--- config.mk ---
export PLATFORM = sky130hd
export DESIGN_NAME = mux_8_32
export DESIGN_NICKNAME = d
export VERILOG_FILES = /design/src/rtl/mux_8_32_pkg.sv /design/src/rtl/mux_8_32_acc.sv /design/src/rtl/mux_8_32.sv
export SDC_FILE = /design/constraint.sdc
export NUM_CORES = 1
export LEC_CHECK = 0
export BUFFER_PORTS_ARGS = -buffer_cell sky130_fd_sc_hd__buf_2
export CAP_MARGIN = 20
export CORE_MARGIN = 1.5
export CORE_UTILIZATION = 45
export CTS_BUF_LIST = sky130_fd_sc_hd__clkbuf_8 sky130_fd_sc_hd__clkbuf_16
export DETAILED_ROUTE_END_ITERATION = 8
export GPL_TIMING_DRIVEN = 0
export PLACE_DENSITY = 0.69
export SKIP_LAST_GASP = 1
export SYNTH_ARGS = -nofsm -noshare
export SYNTH_HDL_FRONTEND = slang
export SYNTH_SLANG_ARGS = --single-unit
--- constraint.sdc ---
create_clock -name clk_4f -period 1.6 [get_ports clk_4f]
set_clock_uncertainty 0.15 [all_clocks]
set_input_delay 0.48 -clock clk_4f [delete_from_list [all_inputs] [get_ports clk_4f]]
set_output_delay 0.48 -clock clk_4f [all_outputs]
set_load 0.005 [all_outputs]
--- src/rtl/mux_8_32_pkg.sv ---
// Shared widths and state encoding for the byte-to-word packer.
// Optional drop counter is enabled by defining MUX_8_32_DROP_CNT_EN.
package mux_8_32_pkg;
  localparam int BYTE_W = 8;
  localparam int LANES  = 4;
  localparam int WORD_W = BYTE_W * LANES;
  localparam int IDX_W  = 2;
  localparam int HEAD_W = WORD_W - BYTE_W;

  localparam logic [1:0] HOLD_INIT = 2'd3;
  localparam logic [7:0] DROP_MAX  = 8'hFF;
  localparam logic [IDX_W-1:0] LAST_IDX = IDX_W'(LANES - 1);

  typedef enum logic {
    ST_IDLE    = 1'b0,
    ST_COLLECT = 1'b1
  } state_t;
endpackage

--- src/rtl/mux_8_32_acc.sv ---
// Lane accumulator: holds the first three bytes of the word being built.
// The final byte is merged directly by the top level on completion.
module mux_8_32_acc
  import mux_8_32_pkg::*;
(
  input  logic              clk_4f,
  input  logic              reset,
  input  logic              we,
  input  logic [IDX_W-1:0]  idx,
  input  logic [BYTE_W-1:0] byte_in,
  output logic [HEAD_W-1:0] head
);

  logic [HEAD_W-1:0] acc_q;

  // Lane k sits at the MSB end, so byte 0 ends up in the top byte of the word.
  always_ff @(posedge clk_4f or negedge reset) begin
    if (!reset) begin
      acc_q <= '0;
    end else begin
      for (int k = 0; k < LANES - 1; k++) begin
        if (we && (idx == IDX_W'(k))) begin
          acc_q[HEAD_W-1-BYTE_W*k -: BYTE_W] <= byte_in;
        end
      end
    end
  end

  assign head = acc_q;

endmodule

--- src/rtl/mux_8_32.sv ---
// Packs four consecutive valid bytes (MSB first) into a 32-bit word held for 4 cycles.
// Define MUX_8_32_DROP_CNT_EN to add the saturating drop_cnt output.
module mux_8_32
  import mux_8_32_pkg::*;
(
  input  logic              clk_4f,
  input  logic              reset,
  input  logic [BYTE_W-1:0] data_in,
  input  logic              valid,
  output logic [WORD_W-1:0] data_out,
  output logic              valid_out,
`ifdef MUX_8_32_DROP_CNT_EN
  output logic [7:0]        drop_cnt,
`endif
  output state_t            state_dbg
);

  // Handshake: data_in is consumed on every posedge where valid=1; there is no
  // backpressure. valid_out=1 means data_out holds a complete word.

  state_t            state_q, state_d;
  logic [IDX_W-1:0]  idx_q, idx_d;
  logic [1:0]        hold_q;
  logic              acc_we;
  logic              complete;
  logic [HEAD_W-1:0] head;

  mux_8_32_acc u_acc (
    .clk_4f  (clk_4f),
    .reset   (reset),
    .we      (acc_we),
    .idx     (idx_q),
    .byte_in (data_in),
    .head    (head)
  );

  always_comb begin
    state_d  = state_q;
    idx_d    = idx_q;
    acc_we   = 1'b0;
    complete = 1'b0;
    case (state_q)
      ST_IDLE: begin
        if (valid) begin
          acc_we  = 1'b1;
          idx_d   = IDX_W'(1);
          state_d = ST_COLLECT;
        end
      end
      ST_COLLECT: begin
        if (valid) begin
          if (idx_q == LAST_IDX) begin
            complete = 1'b1;
            idx_d    = '0;
          end else begin
            acc_we = 1'b1;
            idx_d  = idx_q + IDX_W'(1);
          end
        end else begin
          idx_d   = '0;
          state_d = ST_IDLE;
        end
      end
      default: begin
        idx_d   = '0;
        state_d = ST_IDLE;
      end
    endcase
  end

  always_ff @(posedge clk_4f or negedge reset) begin
    if (!reset) begin
      state_q <= ST_IDLE;
      idx_q   <= '0;
    end else begin
      state_q <= state_d;
      idx_q   <= idx_d;
    end
  end

  // A completion always reloads the hold window, so a steady stream never lets valid_out fall.
  always_ff @(posedge clk_4f or negedge reset) begin
    if (!reset) begin
      data_out  <= '0;
      valid_out <= 1'b0;
      hold_q    <= '0;
    end else if (complete) begin
      data_out  <= {head, data_in};
      valid_out <= 1'b1;
      hold_q    <= HOLD_INIT;
    end else if (hold_q != '0) begin
      hold_q <= hold_q - 2'd1;
    end else begin
      valid_out <= 1'b0;
    end
  end

`ifdef MUX_8_32_DROP_CNT_EN
  logic drop_evt;
  assign drop_evt = (state_q == ST_COLLECT) && !valid && (idx_q != '0);

  always_ff @(posedge clk_4f or negedge reset) begin
    if (!reset) begin
      drop_cnt <= '0;
    end else if (drop_evt && (drop_cnt != DROP_MAX)) begin
      drop_cnt <= drop_cnt + 8'd1;
    end
  end
`endif

  assign state_dbg = state_q;

endmodule
# == After elaboration in Yosys (flattened, before gate mapping) ==
# Cells that the tools add are included.
# totals
ff_bits,62
latch_bits,0
ramBits,0
rom_bits,0
in_bits,11
out_inout_bits,34
word_cells,37
n_memories,0
# classes
add_sub_neg,2
mul,0
n_div,0
order_cmp,0
n_eq_ne,5
shifts,0
mux,15
bitwise,1
n_reduce_logical,6
# ops
operator,n
2-bit 2-to-1 mux,5
1-bit 2-to-1 mux,8
2-bit == test (second input constant),2
2-bit != test (second input constant),2
2-bit case mux with 2 select lines,1
2-bit nonzero test,2
1-bit logical AND,3
2-bit by 1-bit adder with 2-bit output (second input constant),1
2-bit by 1-bit == test with 1-bit output (second input constant),1
2-bit logical NOT,1
1-bit case mux with 2 select lines,1
2-bit by 1-bit subtractor with 2-bit output (second input constant),1
1-bit inverter,1

# == Longest topological paths before layout ==
# depth
ltp_word,5
depth_mapped,4
mapped_depth_nobuf,4

# == Modules after synthesis ==
# Synthesis repeated with hierarchy kept, for this count alone.
# hier_totals
cells_unflattened,141
area_unflattened_um2,2477.4
# by_module_without_submodules
mod,n_inst,cells_per_inst,area_per_inst_um2
mux_8_32,1,90,1565.3
mux_8_32_acc,1,51,912.1

# == Least setup slack after synthesis ==
# OpenSTA, ideal clock, no wires.
# synth_timing
kind,reg2reg
from,reg idx_q[0]
to,"reg u_acc.acc_q[0], in the netlist u_acc.head[0]"
arrival_time_ns,1.257
required_ns,1.325
slack_ns,0.068
path_stages_with_launch,5
cell_sequence,dfrtp_1 > ha_1 > nand2_1 > nand3_2 > mux2_2
# synth_via
elab_chain_len,5
word_cells_on_any_way,6
classes_between,eq/ne: 2; mux: 3; reduce/logical: 1
# synth_rtl
item,line,source
"start, declared",mux_8_32.sv:22,"logic [IDX_W-1:0] idx_q, idx_d;"
"start signal, assigned",mux_8_32.sv:77,idx_q <= idx_d;
2-bit == test,mux_8_32.sv:52,if (idx_q == LAST_IDX) begin
1-bit 2-to-1 mux,mux_8_32.sv:52,
1-bit 2-to-1 mux,mux_8_32.sv:51,if (valid) begin
1-bit case mux with 2 select lines,mux_8_32.sv:42,case (state_q)
1-bit logical AND (*),mux_8_32_acc.sv:22,if (we && (idx == IDX_W'(k))) begin
"end signal, assigned by index",mux_8_32_acc.sv:23,acc_q[HEAD_W-1-BYTE_W*k -: BYTE_W] <= byte_in;
"end, declared",mux_8_32_acc.sv:14,logic [HEAD_W-1:0] acc_q;
# Every way passes the cells marked *; elsewhere a longest branch is shown, timed or not.
# A chain may end at the register's enable or synchronous reset.

# == Worst setup path in the final report ==
# layout_timing
from,reg idx_q[0]
to,"reg u_acc.acc_q[14], in the netlist u_acc.head[14]"
# Same word-level chain as after synthesis.

==> reports/results.txt <==
Status: completed
Synth Flop Type: dfrtp_1
Worst EP arrival: 1.63 ns
Chip Width: 77.70 um
Synth cell types: 16
CP endpoint kind: flip-flop
CP Max Fanout: 8
Final Cycle Share: 98.20%
Residual DRC count: 0
All-Layer GR Usage: 17.02%
R2r startpoint: idx_q[0]
Clk root buf: clkbuf_8
Gate Count Post-Synth: 146
Nets: 223
R2r worst-path depth: 4
Routed len/inst: 15.83 um
Final Instance Area: 0.003147 mm2
Worst skew pair latency: 0.33 ns
Die height: 77.70 um
Hold WS: 0.04808 ns
Area post-placement: 0.002841 mm2
Max Cap Viol: 0
Ys Warns: 0
Max clock buf depth: 2
Footprint of the multi-input gates: 939.7 um2
WS Path Type: flip-flop to flip-flop
Most instantiated library cell after synthesis: dfrtp_1
Cell area after synthesis: 0.002511 mm2
WP buf/inv: 1
Post-DP HPWL: 3.178 mm
Placer Congestion: 0.7457
Antenna-violating nets left: 0
Req. time, crit path: 1.66 ns
Clk pin slew, worst setup/hold paths: 0.07 ns
Measured slew at the worst slew-check pin: 0.7062 ns
Crit start category: flip-flop
CP Depth: 4
Register bit total from synthesis: 62
Antenna cells: 0
Post-synth top cells: dfrtp_1, mux2_2, mux2_4
DIE AREA: 0.006037 mm2
Top post-synthesis cells by area: dfrtp_1, mux2_4, mux2_2, ha_1, buf_6
Largest net degree at the start of global routing: 33
Total number of vias: 1382
Async S/R FF share, synth: 100.0%
Global-route wire length before repair: 7.583 mm
RSZ-0062 raised after global routing: yes
Syn Nets: 162
Initial antenna violation count: 0
Reg-to-reg slack, setup: 0.03 ns
DRT iter0 DRCs: 35
Synth-to-Final Area Change: 25.31%
Pwr dens: 1823 mW/mm2
EDFF count, synth: 0
Family with the most delay on the worst path: flip-flops
Final WS setup: 0.02882 ns
Worst Setup EP: u_acc.head[14]
Worst-path cell chain: buf_4 > ha_2 > nand3_4 > mux2_2
Post-layout min period: 1.571 ns
Lkg Pwr: 1.609 nW
Core Rows: 27
Via density: 4.866
Final WL: 4.496 mm
Sink Count: 62
Final Setup Violations: 0
Post-synth top area share: 61.78%
Number of CTS-inserted buffers: 9
Max incr delay on CP: 0.43 ns
IO Count: 45
F_max: 0.6365 GHz
Synthesized area per cell: 17.20 um2
Starting Density: 46.17%
Final Hold Vio Count: 0
Sequential area share after synthesis: 61.78%
I/O Buffers: 44
Vias in the first global route: 1501
R2R Path End: u_acc.head[14]
DP Worst Slack: -0.1714 ns
Worst VDD drop: 0.8122 mV
Total congestion overflow: 0
H-tree lvl count: 3
CTS tree: built
Worst min path class: input port to async pin
Slew Limit Fails: 0
Relative slew slack: 52.92%
Core area: 0.005439 mm2
CP max-delay cell: dfrtp_1
Layout cells sized above 1: 62.26%
Initial DRT Pass Iterations: 3
Crit path from: idx_q[0]
Total negative slack: 0 ns
Yosys top cell by area: dfrtp_1
Fillers: 438
Sequential Area: 0.001553 mm2
-- layout make-up --
cell class | count | area share (%)
sequential | 62 | 49.34
multi-input combinational | 75 | 29.86
timing repair buffer | 50 | 8.827
clock buffer | 10 | 4.374
tap | 72 | 2.863
clock inverter | 6 | 2.465
buffer | 4 | 1.670
inverter | 5 | 0.5964
-- worst min-delay path by stage --
stage	start	to	depth (start not counted)
finish	reset	data_out[5]	1
global route	reset	valid_out	1
CTS	reset	data_out[5]	1
detailed placement	u_acc.head[1]	data_out[9]	1
global placement	hold_q[1]	hold_q[1]	2
floorplan	reset	data_out[0]	0
-- logic make-up (layout without fill, tap and decap cells) --
family / count (synthesis) / count (layout) / synth area share [%]
simple gates: 8 / 8 / 2.541
xor+xnor: 1 / 1 / 0.3488
compound gates: 5 / 5 / 1.296
fa+ha+maj: 5 / 5 / 2.491
buf+inv: 9 / 75 / 2.392
flops: 62 / 62 / 61.78
mux: 56 / 56 / 29.15
-- layer usage --
metal	share of wire [%]	global-route usage (%)	vias up	wire length (um)
met2	50	27.57	34	2255
met4	1.2	6.182	0	56
met5	0	0	-	0
met1	44	20.98	704	1985
met3	4.4	6.000	6	198
li1	-	-	638	-
-- placed cells by master (no fill, tap or decap), types with 3 or more instances in the layout --
cell,netlist,layout
buf_2,0,44
buf_4,1,6
buf_8,0,3
clkbuf_8,0,10
dfrtp_1,62,61
ha_1,5,3
inv_1,5,7
mux2_2,29,29
mux2_4,27,27
nand3_4,1,4
-- registers in the layout, summed over array words and instances, names as in the netlist --
name        cells
u_acc.head     24
state_dbg       1
hold_q          2
data_out       32
idx_q           2
valid_out       1
-- repair_timing --
item,CTS,global route
pin swaps,3,1
setup buffers,1,4
setup endpoints to repair,52,52
hold buffers,0,0
resized for setup,6,5
-- through the flow --
stage	power (W)	util, %	cells
6_report	0.005736	57.86	284
3_3_place_gp	0.004166	51.87	262
4_1_cts	0.005806	56.87	280
2_1_floorplan	0.003605	-	146
3_5_place_dp	0.004299	52.24	263
5_1_grt	0.006123	57.86	284
-- report_power, final --
part	switching, W	leakage (nW)	internal (W)
Sequential	0.000401	0.760	0.00228
Clock	0.000548	0.119	0.000902
Combinational	0.000537	0.730	0.00107
Total	0.00149	1.61	0.00425
Power figures use the tool's default switching activity.
